==> src/rtl/uart_rx.sv <==
// UART receiver: 2-flop input synchronizer, oversampled start/data/stop
// sampling driven by an external tick strobe, one-word output holding register
// with valid/ready handshake, and frame/overrun error pulses.
module uart_rx #(
  parameter int DATA_BITS  = 8,
  parameter int OVS_FACTOR = 16
) (
  input  logic                 clk,
  input  logic                 reset_n,
  input  logic                 tick_16x,
  input  logic                 rx,
  output logic [DATA_BITS-1:0] data_out,
  output logic                 data_valid,
  input  logic                 data_ready,
  output logic                 busy,
  output logic                 frame_err,
  output logic                 overrun_err
);

  localparam int OW = $clog2(OVS_FACTOR);
  localparam int BW = $clog2(DATA_BITS) + 1;
  localparam logic [OW-1:0] C_HALF = OW'(OVS_FACTOR / 2 - 1);
  localparam logic [OW-1:0] C_FULL = OW'(OVS_FACTOR - 1);
  localparam logic [BW-1:0] C_LAST = BW'(DATA_BITS - 1);

  typedef enum logic [1:0] {
    S_IDLE,
    S_START,
    S_DATA,
    S_STOP
  } state_t;

  logic                 r_rx_meta;
  logic                 r_rx_s;
  state_t               r_state;
  logic [OW-1:0]        r_ovs_cnt;
  logic [BW-1:0]        r_bit_cnt;
  logic [DATA_BITS-1:0] r_shift;
  logic [DATA_BITS-1:0] r_data_out;
  logic                 r_data_valid;
  logic                 r_busy;
  logic                 r_frame_err;
  logic                 r_overrun_err;
  logic                 r_armed;

  assign data_out    = r_data_out;
  assign data_valid  = r_data_valid;
  assign busy        = r_busy;
  assign frame_err   = r_frame_err;
  assign overrun_err = r_overrun_err;

  // Two-flop synchronizer; idles high so reset never looks like a start edge
  always_ff @(posedge clk or negedge reset_n) begin
    if (!reset_n) begin
      r_rx_meta <= 1'b1;
      r_rx_s    <= 1'b1;
    end else begin
      r_rx_meta <= rx;
      r_rx_s    <= r_rx_meta;
    end
  end

  // Receive FSM, sample counters, holding register and error pulses
  always_ff @(posedge clk or negedge reset_n) begin
    if (!reset_n) begin
      r_state       <= S_IDLE;
      r_ovs_cnt     <= '0;
      r_bit_cnt     <= '0;
      r_shift       <= '0;
      r_data_out    <= '0;
      r_data_valid  <= 1'b0;
      r_busy        <= 1'b0;
      r_frame_err   <= 1'b0;
      r_overrun_err <= 1'b0;
      r_armed       <= 1'b0;
    end else begin
      r_frame_err   <= 1'b0;
      r_overrun_err <= 1'b0;
      r_busy        <= (r_state != S_IDLE);
      if (r_data_valid && data_ready) begin
        r_data_valid <= 1'b0;
      end
      if (tick_16x) begin
        // A high line must be seen before a falling edge counts as a start
        if (r_rx_s) begin
          r_armed <= 1'b1;
        end
        case (r_state)
          S_IDLE: begin
            if (r_armed && !r_rx_s) begin
              r_state   <= S_START;
              r_ovs_cnt <= '0;
              r_armed   <= 1'b0;
            end
          end
          S_START: begin
            if (r_ovs_cnt == C_HALF) begin
              r_ovs_cnt <= '0;
              if (r_rx_s) begin
                r_state <= S_IDLE;
              end else begin
                r_state   <= S_DATA;
                r_bit_cnt <= '0;
              end
            end else begin
              r_ovs_cnt <= r_ovs_cnt + 1'b1;
            end
          end
          S_DATA: begin
            if (r_ovs_cnt == C_FULL) begin
              r_ovs_cnt <= '0;
              r_shift   <= {r_rx_s, r_shift[DATA_BITS-1:1]};
              r_bit_cnt <= r_bit_cnt + 1'b1;
              if (r_bit_cnt == C_LAST) begin
                r_state <= S_STOP;
              end
            end else begin
              r_ovs_cnt <= r_ovs_cnt + 1'b1;
            end
          end
          S_STOP: begin
            if (r_ovs_cnt == C_FULL) begin
              r_ovs_cnt <= '0;
              r_state   <= S_IDLE;
              if (r_rx_s) begin
                // Same-cycle consume frees the slot, so no overrun then
                r_data_out    <= r_shift;
                r_data_valid  <= 1'b1;
                r_overrun_err <= r_data_valid && !data_ready;
              end else begin
                // Line stuck low: require it to go high again before re-arming
                r_frame_err <= 1'b1;
                r_armed     <= 1'b0;
              end
            end else begin
              r_ovs_cnt <= r_ovs_cnt + 1'b1;
            end
          end
          default: r_state <= S_IDLE;
        endcase
      end
    end
  end

endmodule
==> config.mk <==
export PLATFORM = sky130hd
export DESIGN_NAME = uart_rx
export DESIGN_NICKNAME = d
export VERILOG_FILES = /design/src/rtl/uart_rx.sv
export SDC_FILE = /design/constraint.sdc
export NUM_CORES = 1
export LEC_CHECK = 0
export CORE_ASPECT_RATIO = 1.4
export CORE_UTILIZATION = 55
export DETAILED_ROUTE_END_ITERATION = 12
export PLACE_DENSITY = 0.74
export SYNTH_ARGS = -nofsm -noshare
export SYNTH_HDL_FRONTEND = slang
export SYNTH_SLANG_ARGS = --single-unit
export TNS_END_PERCENT = 100
==> constraint.sdc <==
create_clock -name clk -period 4.1 [get_ports clk]
set_input_delay 0.82 -clock clk [delete_from_list [all_inputs] [get_ports clk]]
set_output_delay 0.82 -clock clk [all_outputs]
set_load 0.01 [all_outputs]
# After elaboration in Yosys (flattened, before gate mapping)
# Cells that the tools add are included.
# op_classes
n_reduce_logical,14
eq_ne,12
n_mux,33
add_sub_neg,2
# ops
operator,n
$mux 4,6
$mux 1,17
$mux 2,6
$ne 2x2->1 const B,6
$pmux 4 s3,1
$add 4x1->4 const B,2
$eq 4x3->1 const B,2
$pmux 2 s4,1
$pmux 4 s2,1
$reduce_and 6->1,1
$reduce_and 5->1,1
$eq 2x2->1 const B,2
$eq 4x4->1 const B,1
$reduce_and 4->1,1
$reduce_bool 2->1,2
$logic_and 1x1->1,3
$reduce_and 3->1,1
$eq 2x1->1 const B,1
$logic_not 1->1,2
$logic_not 2->1,1
$pmux 1 s2,1
$reduce_and 2->1,1
$reduce_or 2->1,1
# word_totals
out_inout_bits,12
wordCells,73
reg_bits,33
inputBits,5

# Longest topological paths before layout
# Gate-level depths: netlist of run 1.
# depth
depth_word,6
ltp_mapped,7
ltp_nobuf,6

# Worst setup path before layout of run 1
# No wires, ideal clock.
# synth_timing
path_type,input to register
startpoint,in tick_16x
endpoint,reg r_bit_cnt[3]
t_required_ps,4018
setup_ps,82
arrival_ps,1891
path_buffers,1
stages,5
path_slack_ps,2126
path_cell_list,buf_2 > nand3_1 > or4_4 > o31a_1 > o22ai_1
# synth_between
elab_chain_len,1
# synth_rtl
element,line_no,rtl
"start, declared",10,"input logic tick_16x,"
$reduce_and 5->1 (no line),-,
"end signal, assigned",113,r_bit_cnt <= r_bit_cnt + 1'b1;
"end, declared",37,logic [BW-1:0] r_bit_cnt;
# Every way passes these cells.
# A chain may end at the register's enable or synchronous reset.

# Worst setup path after layout of run 1
# Ends and elaborated chain as after synthesis.

==> results of run 1 <==
[path summary, 6_finish.rpt]
check                      slack (ps)                 from  cells after the start                       end
setup / recovery                 1850             tick_16x                      5  r_bit_cnt[3]$_DFFE_PN0P_
hold / removal                    350  r_rx_meta$_DFF_PN1_                      0          r_rx_s$_DFF_PN1_
setup reg to reg                 2080            flip-flop                      6  r_bit_cnt[3]$_DFFE_PN0P_
hold reg to reg                   350  r_rx_meta$_DFF_PN1_                      0          r_rx_s$_DFF_PN1_
max in group asynchronous        2560              reset_n                      2       r_rx_meta$_DFF_PN1_
min in group asynchronous         810              reset_n                      1            busy$_DFF_PN0_
[worst max-delay path, delay by kind of cell]
kind	cells	cell delay, ps
buf+inv	1	660
simple gates	2	600
compound gates	2	420
[per-stage QoR]
step / setup WS (ps) / total power, mW / cell area, um^2
finish: 1850 / 0.827 / 1770
global route: 1730 / 0.885 / 1770
CTS: 1860 / 0.836 / 1770
detailed placement: 1510 / 0.646 / 1710
global placement: 1550 / 0.633 / 1710
floorplan: 2130 / 0.586 / 1530
[state kept, by name, summed over array words and instances (netlist names), named ones only]
name / cells
data_out: 8
r_armed: 1
frame_err: 1
overrun_err: 1
r_rx_s: 1
r_rx_meta: 1
r_ovs_cnt: 4
r_bit_cnt: 4
r_state: 1
r_shift: 8
busy: 1
data_valid: 1
[logic make-up (layout without fill, tap and decap cells)]
| kind of cell | after synthesis | count (layout) | share of synthesized area, % |
|---|---|---|---|
| AOI/OAI and AO/OA | 23 | 23 | 10.3 |
| adders and majority gates | 6 | 6 | 4.89 |
| buffers and inverters | 13 | 32 | 4.00 |
| DFF | 33 | 33 | 54.0 |
| muxes | 18 | 18 | 13.1 |
| and+or+nand+nor | 39 | 39 | 13.8 |
[power by group through the flow]
stage | clock, mW | combinational, mW | sequential (mW)
floorplan | 0 | 0.186 | 0.400
global route | 0.208 | 0.269 | 0.408
detailed placement | 0 | 0.238 | 0.408
finish | 0.188 | 0.237 | 0.402
global placement | 0 | 0.229 | 0.404
CTS | 0.196 | 0.238 | 0.402
[layout by cell type, fill, tap and decap left out, drive strengths merged]
master,instances
buf,1
clkbuf,8
nand2b,3
a2111o,1
ha,6
mux2,16
dfstp,2
o211ai,3
or3,1
a21oi,2
a211o,1
a41oi,1
dfrtp,31
or4,1
o21ai,8
nand2,7
a31oi,1
and3,1
inv,7
nand3b,1
nor3,3
nor2b,2
mux2i,2
a211oi,1
nor4b,1
nor2,6
nand4,3
o22ai,1
clkdlybuf4s50,16
o311ai,2
o31a,1
nand3,9
a32o,1
and2,1
[cell type report]
cell class / count / area, um^2
sequential: 33 / 828
fill: 223 / 872
tap: 36 / 45.0
multi-input combinational: 86 / 644
timing repair buffer: 17 / 168
clock buffer: 8 / 58.8
inverter: 7 / 26.3
[layer usage]
| layer | part of all wire [%] | global-route usage [%] |
|---|---|---|
| met5 | 0 | 0 |
| met4 | 1.9 | 8.57 |
| met3 | 2.9 | 5.01 |
| met2 | 51 | 31.6 |
| met1 | 44 | 26.2 |
==> flow_summary.yaml, run 1 <==
floorplan:
  start_util_pct: 58.0
  die_h_um: 64.5
  num_rows: 22
  ios: 17
  die_x_um: 46.6
  dieArea_um2: 3010
  core_um2: 2640
timing:
  fmax_mhz: 445
  skew_ps: 9.36
  min_period_ps: 2250
  setup_viol: 0
  rsz0062_at_grt: "false"
  tightestPinTransition_ps: 496
  final_hold_viol_count: 0
  max_slew_margin_pct: 66.8
  fin_crit_sh_pct: 54.8
  fin_hold_ws_ps: 351
  setup_tns_ps: 0
  slew_violations: 0
cells_and_area:
  layout.nets: 161
  stdcell_count: 187
  areaGrowthSynthToFinish_pct: 15.4
  finish.utilization_pct: 67.0
  antennaDiodeCount: 0
  drive_gt1_share_pct: 18.5
global_routing:
  antenna_found_initial: 0
  grt_overflow: 0
  track_usage_pct: 20.3
  grt_max_degree: 24
  grt_pass1_wl_um: 4350
  grt_pass1_vias: 975
yosys:
  synth_area_leader_cell: "dfrtp_1"
  yosys.area.top_type_share_pct: 50.6
  synthCells: 132
  synth-seq-area-share_pct: 54.0
  synthTopCellsByArea: "dfrtp_1, mux2_2, ha_1"
  yosys.cell_types.count: 38
  synth_edf_count: 0
  synth.cell_area_um2: 1530
  synth-seq-cells: 33
  synth_common_cells: "dfrtp_1, mux2_2, nand3_1, nand2_1, o21ai_0"
  synth.avg_cell_area_um2: 11.6
  synth_most_common_cell: "dfrtp_1"
  ys.flop_type: "dfrtp_1"
  synth_nets: 143
  yosys_warnings: 0
  async_reset_ff_share_pct: 100
routing:
  first_iter_violations: 24
  wl_per_cell_um: 14.0
  totalWireLength_um: 2620
  routed-via-count: 1041
  drcViolationCount: 0
  drtPass1Iterations: 4
  viasPerCell: 5.57
  ant_nets: 0
clock_network:
  cts_resized: 0
  cts_max_path_buffers: 2
  root_buffer: "clkbuf_4"
  clkSinkCount: 33
  cts_setup_buffers: 0
  clkTransAtPathRegs_ps: 100
  clk_latency_ps: 330
  numCtsBuffers: 5
  htreeDepth: 2
  hold_buffers: 0
  cts_tree: "built"
pwr:
  p_switching_mw: 0.281
  power_density_nw_per_um2: 467
  ir_worst_vdd_v: 0.000338
  internal_power_mw: 0.546
  pwr-share-comb_pct: 28.7
  p_seq_share_pct: 48.6
  switching_share_pct: 34.0
  p_leak_nw: 0.805
  clkPwrFrac_pct: 22.7
worst_setup_path:
  crit_arrival_ps: 2500
  cp-end-kind: "flip-flop"
  worstPathRequired_ps: 4350
  worstSetupPathType: "in2reg"
  crit_chain: "clkdlybuf4s50_1 -> nand3_1 -> or4_4 -> o31a_1 -> o22ai_1"
  max_stage_delay_ps: 660
  crit_path_top_delay_cell: "clkdlybuf4s50_1"
  start_kind: "input port"
  cp_max_fo: 10
place:
  numPortBuffers: 16
  hpwl_um: 1910
  gp_congestion: 0.866
  dp_cells: 179
outcome:
  status: "finished clean"
job:
  cap_violations: 0
worst_hold_path:
  hold_path_class: "reg2reg"
Power figures use the tool's default switching activity.
==> run 2, diff against run 1 <==
Clock period 4.1 ns to 2.3 ns, I/O delays scaled along.
==> flow_summary.yaml, run 2 (same netlist as run 1, synthesis figures left out) <==
cells_and_area:
  layout_common_cells: "dfrtp_1, mux2_2, clkdlybuf4s50_1"
  drive_gt1_share_pct: 20.4
  final_area_um2: 1790
  layout.nets: 162
  multiInputGateArea_um2: 644
  antennaDiodeCount: 0
  seqCellArea_um2: 828
  final_common_cell: "dfrtp_1"
  nFillCells: 202
  finish.utilization_pct: 67.7
  areaGrowthSynthToFinish_pct: 16.6
timing:
  max_slew_margin_pct: 70.6
  fin_crit_sh_pct: 87.6
  setup_tns_ps: 0
  fmax_mhz: 496
  fin_hold_ws_ps: 358
  tightestPinTransition_ps: 438
  min_period_ps: 2010
  slew_violations: 0
  rsz0062_at_grt: "false"
  final_hold_viol_count: 0
  skew_ps: 13.0
  setup_viol: 0
pwr:
  pwr-share-comb_pct: 28.0
  p_leak_nw: 0.818
  total_power_mw: 1.51
  clkPwrFrac_pct: 24.5
  internal_power_mw: 1.00
  p_seq_share_pct: 47.6
  power_density_nw_per_um2: 847
  switching_share_pct: 33.9
  ir_worst_vdd_v: 0.000607
  p_switching_mw: 0.513
place:
  place_area_um2: 1720
  hpwl_um: 2050
  numPortBuffers: 16
  gp_congestion: 0.796
floorplan:
  num_rows: 22
  dieArea_um2: 3010
  die_h_um: 64.5
  die_x_um: 46.6
  ios: 17
  core_um2: 2640
  start_util_pct: 58.0
routing:
  first_iter_violations: 17
  drtPass1Iterations: 4
  viasPerCell: 5.71
  drcViolationCount: 0
  totalWireLength_um: 2870
  routed-via-count: 1074
  wl_per_cell_um: 15.3
  ant_nets: 0
worst_setup_path:
  cp-end-kind: "flip-flop"
  worst-path-buf-inv: 2
  cp_max_fo: 9
  max_stage_delay_ps: 560
  start_kind: "flip-flop"
  crit_family: "simple AND/OR/NAND/NOR gates"
  crit_chain: "inv_1 -> ha_1 -> inv_2 -> or4_4 -> o31a_1 -> o22ai_1"
  worstPathRequired_ps: 2570
  crit_path_top_delay_cell: "or4_4"
  worstSetupPathType: "reg2reg"
  crit_arrival_ps: 2280
clock_network:
  cts_max_path_buffers: 2
  numCtsBuffers: 5
  cts_setup_buffers: 0
  clkTransAtPathRegs_ps: 110
  cts_tree: "built"
  root_buffer: "clkbuf_4"
  htreeDepth: 2
  cts_resized: 0
  clkSinkCount: 33
  clk_latency_ps: 340
  hold_buffers: 0
global_routing:
  grt_max_degree: 34
  gr-max-usage-layer: "met2"
  track_usage_pct: 23.0
  met2_usage_pct: 37.3
  grt_pass1_wl_um: 4830
  grt_overflow: 0
  grtUsageMet1_pct: 26.3
  grtUsageMet3_pct: 7.52
  grt_pass1_vias: 1068
  antenna_found_initial: 0
worst_hold_path:
  hold_path_class: "reg2reg"
job:
  cap_violations: 0
outcome:
  status: "finished clean"
## run 2: cell count changes in the layout (fill, tap and decap cells not counted)
| cell | delta |
|---|---|
| clkbuf_1 | -2 |
| buf_4 | +1 |
| clkbuf_8 | +1 |
| clkinv_2 | +1 |
## run 2: path summary, 6_finish.rpt
kind / end / depth (start not counted) / from / slack, ps
hold / removal: r_rx_s$_DFF_PN1_ / 0 / r_rx_meta$_DFF_PN1_ / 360
max in group asynchronous: r_rx_meta$_DFF_PN1_ / 2 / reset_n / 1450
setup / recovery: r_bit_cnt[3]$_DFFE_PN0P_ / 6 / r_state[0]$_DFFE_PN0P_ / 290
hold reg to reg: r_rx_s$_DFF_PN1_ / 0 / r_rx_meta$_DFF_PN1_ / 360
min in group asynchronous: r_bit_cnt[3]$_DFFE_PN0P_ / 2 / reset_n / 510
setup reg to reg: r_bit_cnt[3]$_DFFE_PN0P_ / 6 / r_state[0]$_DFFE_PN0P_ / 290
## run 2: stage by stage
step / setup slack, ps / instances
2_1_floorplan: 507 / 132
3_3_place_gp: 332 / 180
3_5_place_dp: 280 / 180
4_1_cts: 261 / 188
5_1_grt: 166 / 188
6_report: 285 / 188
## run 2: per-layer routing
| layer | share of wire, % | vias up |
|---|---|---|
| met5 | 0 | - |
| met4 | 2.7 | 0 |
| met3 | 4.4 | 9 |
| met2 | 55 | 28 |
| met1 | 38 | 518 |
| li1 | - | 519 |
## run 2: worst reg2reg max path, delay by kind of cell, from the launching register on
| kind | cells | cell delay [ps] |
|---|---|---|
| fa+ha+maj | 1 | 350 |
| flops | 1 | 420 |
| buf+inv | 2 | 210 |
| simple gates | 1 | 560 |
| compound gates | 2 | 410 |
## run 2: power groups by stage
stage | Clock [mW] | Sequential, mW | Combinational, mW
2_1_floorplan | 0 | 0.713 | 0.332
4_1_cts | 0.380 | 0.721 | 0.429
6_report | 0.370 | 0.721 | 0.424
3_5_place_dp | 0 | 0.731 | 0.427
3_3_place_gp | 0 | 0.721 | 0.413
5_1_grt | 0.403 | 0.732 | 0.484
## run 2: layout make-up
class	count	share of cell area [%]
clock buffer	7	3.64
clock inverter	1	0.280
inverter	7	1.47
multi-input combinational	86	36.0
sequential	33	46.3
tap	36	2.52
timing repair buffer	18	9.79
